==> config.mk <==
export PLATFORM = sky130hd
export DESIGN_NAME = apb_req_arbiter
export DESIGN_NICKNAME = d
export VERILOG_FILES = /design/src/rtl/apb_req_arbiter.sv
export SDC_FILE = /design/constraint.sdc
export NUM_CORES = 1
export LEC_CHECK = 0
export ABC_AREA = 1
export CORE_MARGIN = 2
export CORE_UTILIZATION = 41
export CTS_BUF_LIST = sky130_fd_sc_hd__clkbuf_4
export DETAILED_ROUTE_END_ITERATION = 8
export PLACE_DENSITY_LB_ADDON = 0.3
export SYNTH_ARGS = -nofsm -noshare
export SYNTH_HDL_FRONTEND = slang
export SYNTH_SLANG_ARGS = --single-unit
==> constraint.sdc <==
create_clock -name pclk -period 1.57 [get_ports pclk]
set_input_delay 0.314 -clock pclk [delete_from_list [all_inputs] [get_ports pclk]]
set_output_delay 0.314 -clock pclk [all_outputs]
set_load 0.01 [all_outputs]
==> src/rtl/apb_req_arbiter.sv <==
// apb_req_arbiter: two-requester round-robin APB master; APB_TIMEOUT_EN adds an ACCESS abort timer.
module apb_req_arbiter #(
  parameter int ADDR_W = 8,
  parameter int DATA_W = 8,
  parameter int TIMEOUT = 15
) (
  input  logic              pclk,
  input  logic              preset,
  input  logic [1:0]        req_i,
  input  logic [1:0]        write_i,
  input  logic [ADDR_W-1:0] addr0_i,
  input  logic [ADDR_W-1:0] addr1_i,
  input  logic [DATA_W-1:0] wdata0_i,
  input  logic [DATA_W-1:0] wdata1_i,
  output logic [1:0]        gnt_o,
  output logic [1:0]        done_o,
  output logic              err_o,
  output logic [DATA_W-1:0] rdata_o,
  output logic              psel_o,
  output logic              penable_o,
  output logic              pwrite_o,
  output logic [ADDR_W-1:0] paddr_o,
  output logic [DATA_W-1:0] pwdata_o,
  input  logic [DATA_W-1:0] prdata_i,
  input  logic              pready_i
);
  typedef enum logic [1:0] {IDLE, SETUP, ACCESS} state_t;
  state_t state;
  logic last, owner, win;
  // on a tie the requester not served last wins
  assign win = (req_i[0] & req_i[1]) ? ~last : req_i[1];
`ifdef APB_TIMEOUT_EN
  localparam int CW = $clog2(TIMEOUT + 1);
  logic [CW-1:0] cnt;
  logic tmo;
  assign tmo = cnt == CW'(TIMEOUT - 1);
`else
  assign err_o = 1'b0;
`endif
  always_ff @(posedge pclk) begin
    if (preset) begin
      state <= IDLE;
      last <= 1'b1;
      owner <= 1'b0;
      gnt_o <= '0;
      done_o <= '0;
      rdata_o <= '0;
      psel_o <= 1'b0;
      penable_o <= 1'b0;
      pwrite_o <= 1'b0;
      paddr_o <= '0;
      pwdata_o <= '0;
`ifdef APB_TIMEOUT_EN
      err_o <= 1'b0;
      cnt <= '0;
`endif
    end else begin
      gnt_o <= '0;
      done_o <= '0;
`ifdef APB_TIMEOUT_EN
      err_o <= 1'b0;
`endif
      case (state)
        IDLE: if (|req_i) begin
          pwrite_o <= write_i[win];
          paddr_o <= win ? addr1_i : addr0_i;
          pwdata_o <= win ? wdata1_i : wdata0_i;
          psel_o <= 1'b1;
          penable_o <= 1'b0;
          gnt_o <= win ? 2'b10 : 2'b01;
          owner <= win;
          last <= win;
          state <= SETUP;
        end
        SETUP: begin
          penable_o <= 1'b1;
          state <= ACCESS;
`ifdef APB_TIMEOUT_EN
          cnt <= '0;
`endif
        end
        ACCESS: if (pready_i) begin
          psel_o <= 1'b0;
          penable_o <= 1'b0;
          done_o <= owner ? 2'b10 : 2'b01;
          if (!pwrite_o) rdata_o <= prdata_i;
          state <= IDLE;
        end
`ifdef APB_TIMEOUT_EN
        else if (tmo) begin
          psel_o <= 1'b0;
          penable_o <= 1'b0;
          done_o <= owner ? 2'b10 : 2'b01;
          err_o <= 1'b1;
          state <= IDLE;
        end else cnt <= cnt + 1'b1;
`endif
        default: state <= IDLE;
      endcase
    end
  end
endmodule
=== Word-level counts from Yosys, hierarchy flattened ===
Cells that the tools add are included.

* Register bits after elaboration: 35
* Input bits: 47
* Output and inout port bits: 32
* Logic and storage cells: 49

* Order comparisons: 1
* Eq/ne operators: 4
* Muxes and demuxes: 15
* Bitwise gates (word level): 7
* Reduce and logical (&&, ||, !) cells: 11

{| class="wikitable"
|+ Operators with widths
! kind !! number
|-
| 2-to-1 mux 8 bit || 2
|-
| AND reduction 3 bit || 3
|-
| 2-to-1 mux 2 bit || 4
|-
| 2-to-1 mux 1 bit || 6
|-
| NOT 1 bit || 6
|-
| case mux 2 bit (3 select lines) || 1
|-
| OR reduction 3 bit || 2
|-
| != test 2 bit, second input constant || 2
|-
| AND reduction 2 bit || 2
|-
| case mux 1 bit (3 select lines) || 1
|-
| nonzero test 3 bit || 1
|-
| equality test 2 x 1 -> 1 bit, second input constant || 1
|-
| equality test 2 bit, second input constant || 1
|-
| logical NOT 2 bit || 1
|-
| less-than comparator 1 x 2 -> 1 bit, second input constant || 1
|-
| case mux 1 bit (2 select lines) || 1
|-
| nonzero test 2 bit || 1
|-
| OR reduction 2 bit || 1
|-
| bitwise AND 1 bit || 1
|}

=== Depth between registers and ports, before layout ===
* Depth in word-level cells: 4
* Depth in mapped cells: 8
* Depth with buffers taken out: 8

=== Worst setup path after synthesis ===
No wires, ideal clock.

* Path kind: flip-flop to flip-flop
* Start: reg state[0]
* End: reg paddr_o[1]
* Setup time: 117 ps
* Data arrival time: 1194 ps
* Data required time: 1453 ps
* Setup slack: 259 ps
* Cell stages (with the launch flop): 9
* Path buffers: 1
* Clock period less this slack: 1311 ps
* Path through: dfxtp_1 -> inv_1 -> ha_1 -> inv_1 -> nor2_8 -> buf_6 -> nand2_1 -> a21oi_1 -> nor2_1

* Word-level cells in the longest chain between the ends: 2

{| class="wikitable"
|+ RTL lines
! element !! line !! text
|-
| start: declaration || 28 || <nowiki>state_t state;</nowiki>
|-
| start signal: assignment || 42 || <nowiki>state <= IDLE;</nowiki>
|-
| start signal: assignment || 73 || <nowiki>state <= SETUP;</nowiki>
|-
| start signal: assignment || 77 || <nowiki>state <= ACCESS;</nowiki>
|-
| logical NOT 2 bit || 63 || <nowiki>case (state)</nowiki>
|-
| AND reduction 2 bit (no source line) || - ||
|-
| end signal: assignment || 66 || <nowiki>paddr_o <= win ? addr1_i : addr0_i;</nowiki>
|-
| end: declaration || 22 || <nowiki>output logic [ADDR_W-1:0] paddr_o,</nowiki>
|}

No other way between the ends.
A chain may end at the register's enable or synchronous reset.

=== Worst setup path after layout ===
* Start: reg pwdata_o[2]
* End: out pwdata_o[2]

{| class="wikitable"
|+ RTL lines
! element !! line !! text
|-
| start: declaration || 23 || <nowiki>output logic [DATA_W-1:0] pwdata_o,</nowiki>
|-
| start signal: assignment || 67 || <nowiki>pwdata_o <= win ? wdata1_i : wdata0_i;</nowiki>
|}

No word-level cell between the ends.

==> metrics <==
CTS Buf Count 5; most frequent cells after synthesis nor2_1, dfxtp_1, nand2_1; Post-Syn Area per Cell 7.448 um^2; clk_skew 0.007301 ns; Die Width 65.91 um; layout cell share with drive strength beyond 1 roughly 7.5%; Tot Pwr between 2 and 3 mW; Synth Register Bits 35; Initial Util 42.93%; Crit. path cell count 1; hold crit path type register to register; Post-Syn Instances 211; Crit Path Class register to output pin; Register Area ~700 um^2; Synth top area share 44.59%; Crit. End Element output pin; RSZ-0062 raised after global routing false; biggest cell delay along the critical path ~0.53 ns; clock sink count 35; Yosys top cell by area dfxtp_1; WP data required about 1.3 ns; count leader, synth nor2_1; dpl hpwl 2965 um; syn nets 263; Post-synth EDFFs 0; Tcrit/Tclk final 96.99%; synth unique cells 22; wire length of the first global-routing pass 6575 um; gr ovfl total 0; FF-to-FF path depth 8; setup bufs post-CTS 0; fillcell total 310; Hold Buf Count CTS 0; Clk pin slew, worst setup/hold paths 0.09 ns; fin crit period approximately 1.5 ns; final core occ 68.83%; CTS tree built; Final Hold Viols 0; result of the run finished, final reports clean; diode count 0; starting DRC count in detailed routing 135; Post-DRT Antenna Nets 0; DRC Markers 0; leak pwr 1.286 nW; CTS max path bufs 2; pwr dens 1064 mW/mm^2; Synth warnings 0; IO Port Bufs 77; worst path cell trace clkdlybuf4s50_1; footprint of the multi-input gates 735.7 um^2; die height 65.91 um; # IOs 79; DRT Wirelength between 3000 and 4000 um; via count ~1,600; slowest cell on the critical path clkdlybuf4s50_1; Setup-failing EPs final 0; root buf cell clkbuf_4; fraction of registers with async set/reset 0%; Worst path top cell family by delay buffers and inverters; largest net degree at the start of global routing 20; critical path arrival 1.21 ns; post-synthesis sequential area ratio approximately 45%; GRT Total Usage 19.67%; Primary FF master, synth dfxtp_1; nets@finish 345; Slew Viols, Final 0; drt pass-1 iters 4; drt via density 4.788; row count 22; die footprint 0.004344 mm^2; CTS H-Tree Depth 2; ranking of synthesized cells by area dfxtp_1, nor2_1, nand2_1, nand3_1, a21oi_1; Peak VDD IR 725.2 uV; Worst-Skew Late Latency between 0.3 and 0.4 ns; worst hold path depth 1; vias in the first global route 1,466; antenna violations before repair 0; total core area 0.003661 mm^2; Worst Path Max Fanout 2; f_max ~660 MHz; Post-Syn Area 0.001572 mm^2; Synth-to-Final Area Change 60.35%; wire per inst 11.67 um; gpl congestion about 0.75; # Max-Cap Violations 0; startpoint types register; Buf+Inv Stages, Crit Path 1
-- cells by family after synthesis --
group | Yosys count | share of synthesized area, %
and+or+nand+nor | 99 | 28.11
AOI/OAI and AO/OA | 45 | 14.33
DFF | 35 | 44.59
buffers and inverters | 26 | 8.757
adders and majority gates | 5 | 3.981
other | 1 | 0.2386
-- worst paths after layout --
| path | slack, ns | from | to |
|---|---|---|---|
| max reg2reg | 0.15 | state[1] | pwdata_o[1] |
| min | 0.45 | owner | done_o[0] |
| min reg2reg | 0.45 | owner | done_o[0] |
| max | 0.05 | pwdata_o[2] | pwdata_o[2] |
-- layer usage --
metal / up-vias / wire, um / GRT usage (%)
li1: 845 / - / -
met1: 723 / 1705 / 23.87
met2: 53 / 1930 / 32.95
met3: 7 / 292 / 5.792
met4: 0 / 39 / 6.771
met5: - / 0 / 0
-- what timing repair did --
item,in CTS,in global routing
hold endpoints to repair,0,0
resized for setup,1,16
setup endpoints to repair,1,15
-- layout make-up --
type                    instances  area share, %
repair buffers                 86          36.59
inverters                      15          2.234
multi-input cells             150          29.20
clock buffers                   6          1.787
flip-flops and latches         35          27.81
well taps                      48          2.383
-- layout by cell type, fill, tap and decap left out, types with 3 or more instances in the layout --
cell	Yosys	routed
a21oi_1	18	18
buf_12	0	4
buf_4	2	5
clkbuf_4	0	6
clkdlybuf4s50_1	0	62
dfxtp_1	35	35
dlymetal6s2s_1	0	14
ha_1	5	4
inv_1	15	14
nand2_1	30	30
nand3_1	19	19
nor2_1	40	40
nor3_1	3	3
o21ai_0	14	14
o21ai_1	13	13
-- sequential cells by signal, summed over array words and instances (netlist names) --
name / count
paddr_o: 8
pwdata_o: 8
rdata_o: 8
done_o: 2
gnt_o: 2
state: 2
last: 1
owner: 1
penable_o: 1
psel_o: 1
pwrite_o: 1
-- metrics by stage --
stage	instances	instance area [um^2]	worst slack [ns]	TNS (ns)	hold WS [ns]
global placement	334	2439	0.02604	0	0.4439
floorplan	211	1572	0.2594	0	0.3831
finish	340	2520	0.04726	0	0.4500
global route	340	2520	0.0004481	0	0.5004
CTS	340	2482	0.009876	0	0.4580
detailed placement	334	2439	-0.04018	-0.04475	0.4466
-- where the power goes --
part	switching [mW]	leakage, nW	internal [mW]
registers	0.0809	0.288	1.05
logic	0.522	0.970	0.585
clock network	0.269	0.0276	0.176
total	0.873	1.29	1.81
(Power assumes the default switching activity.)
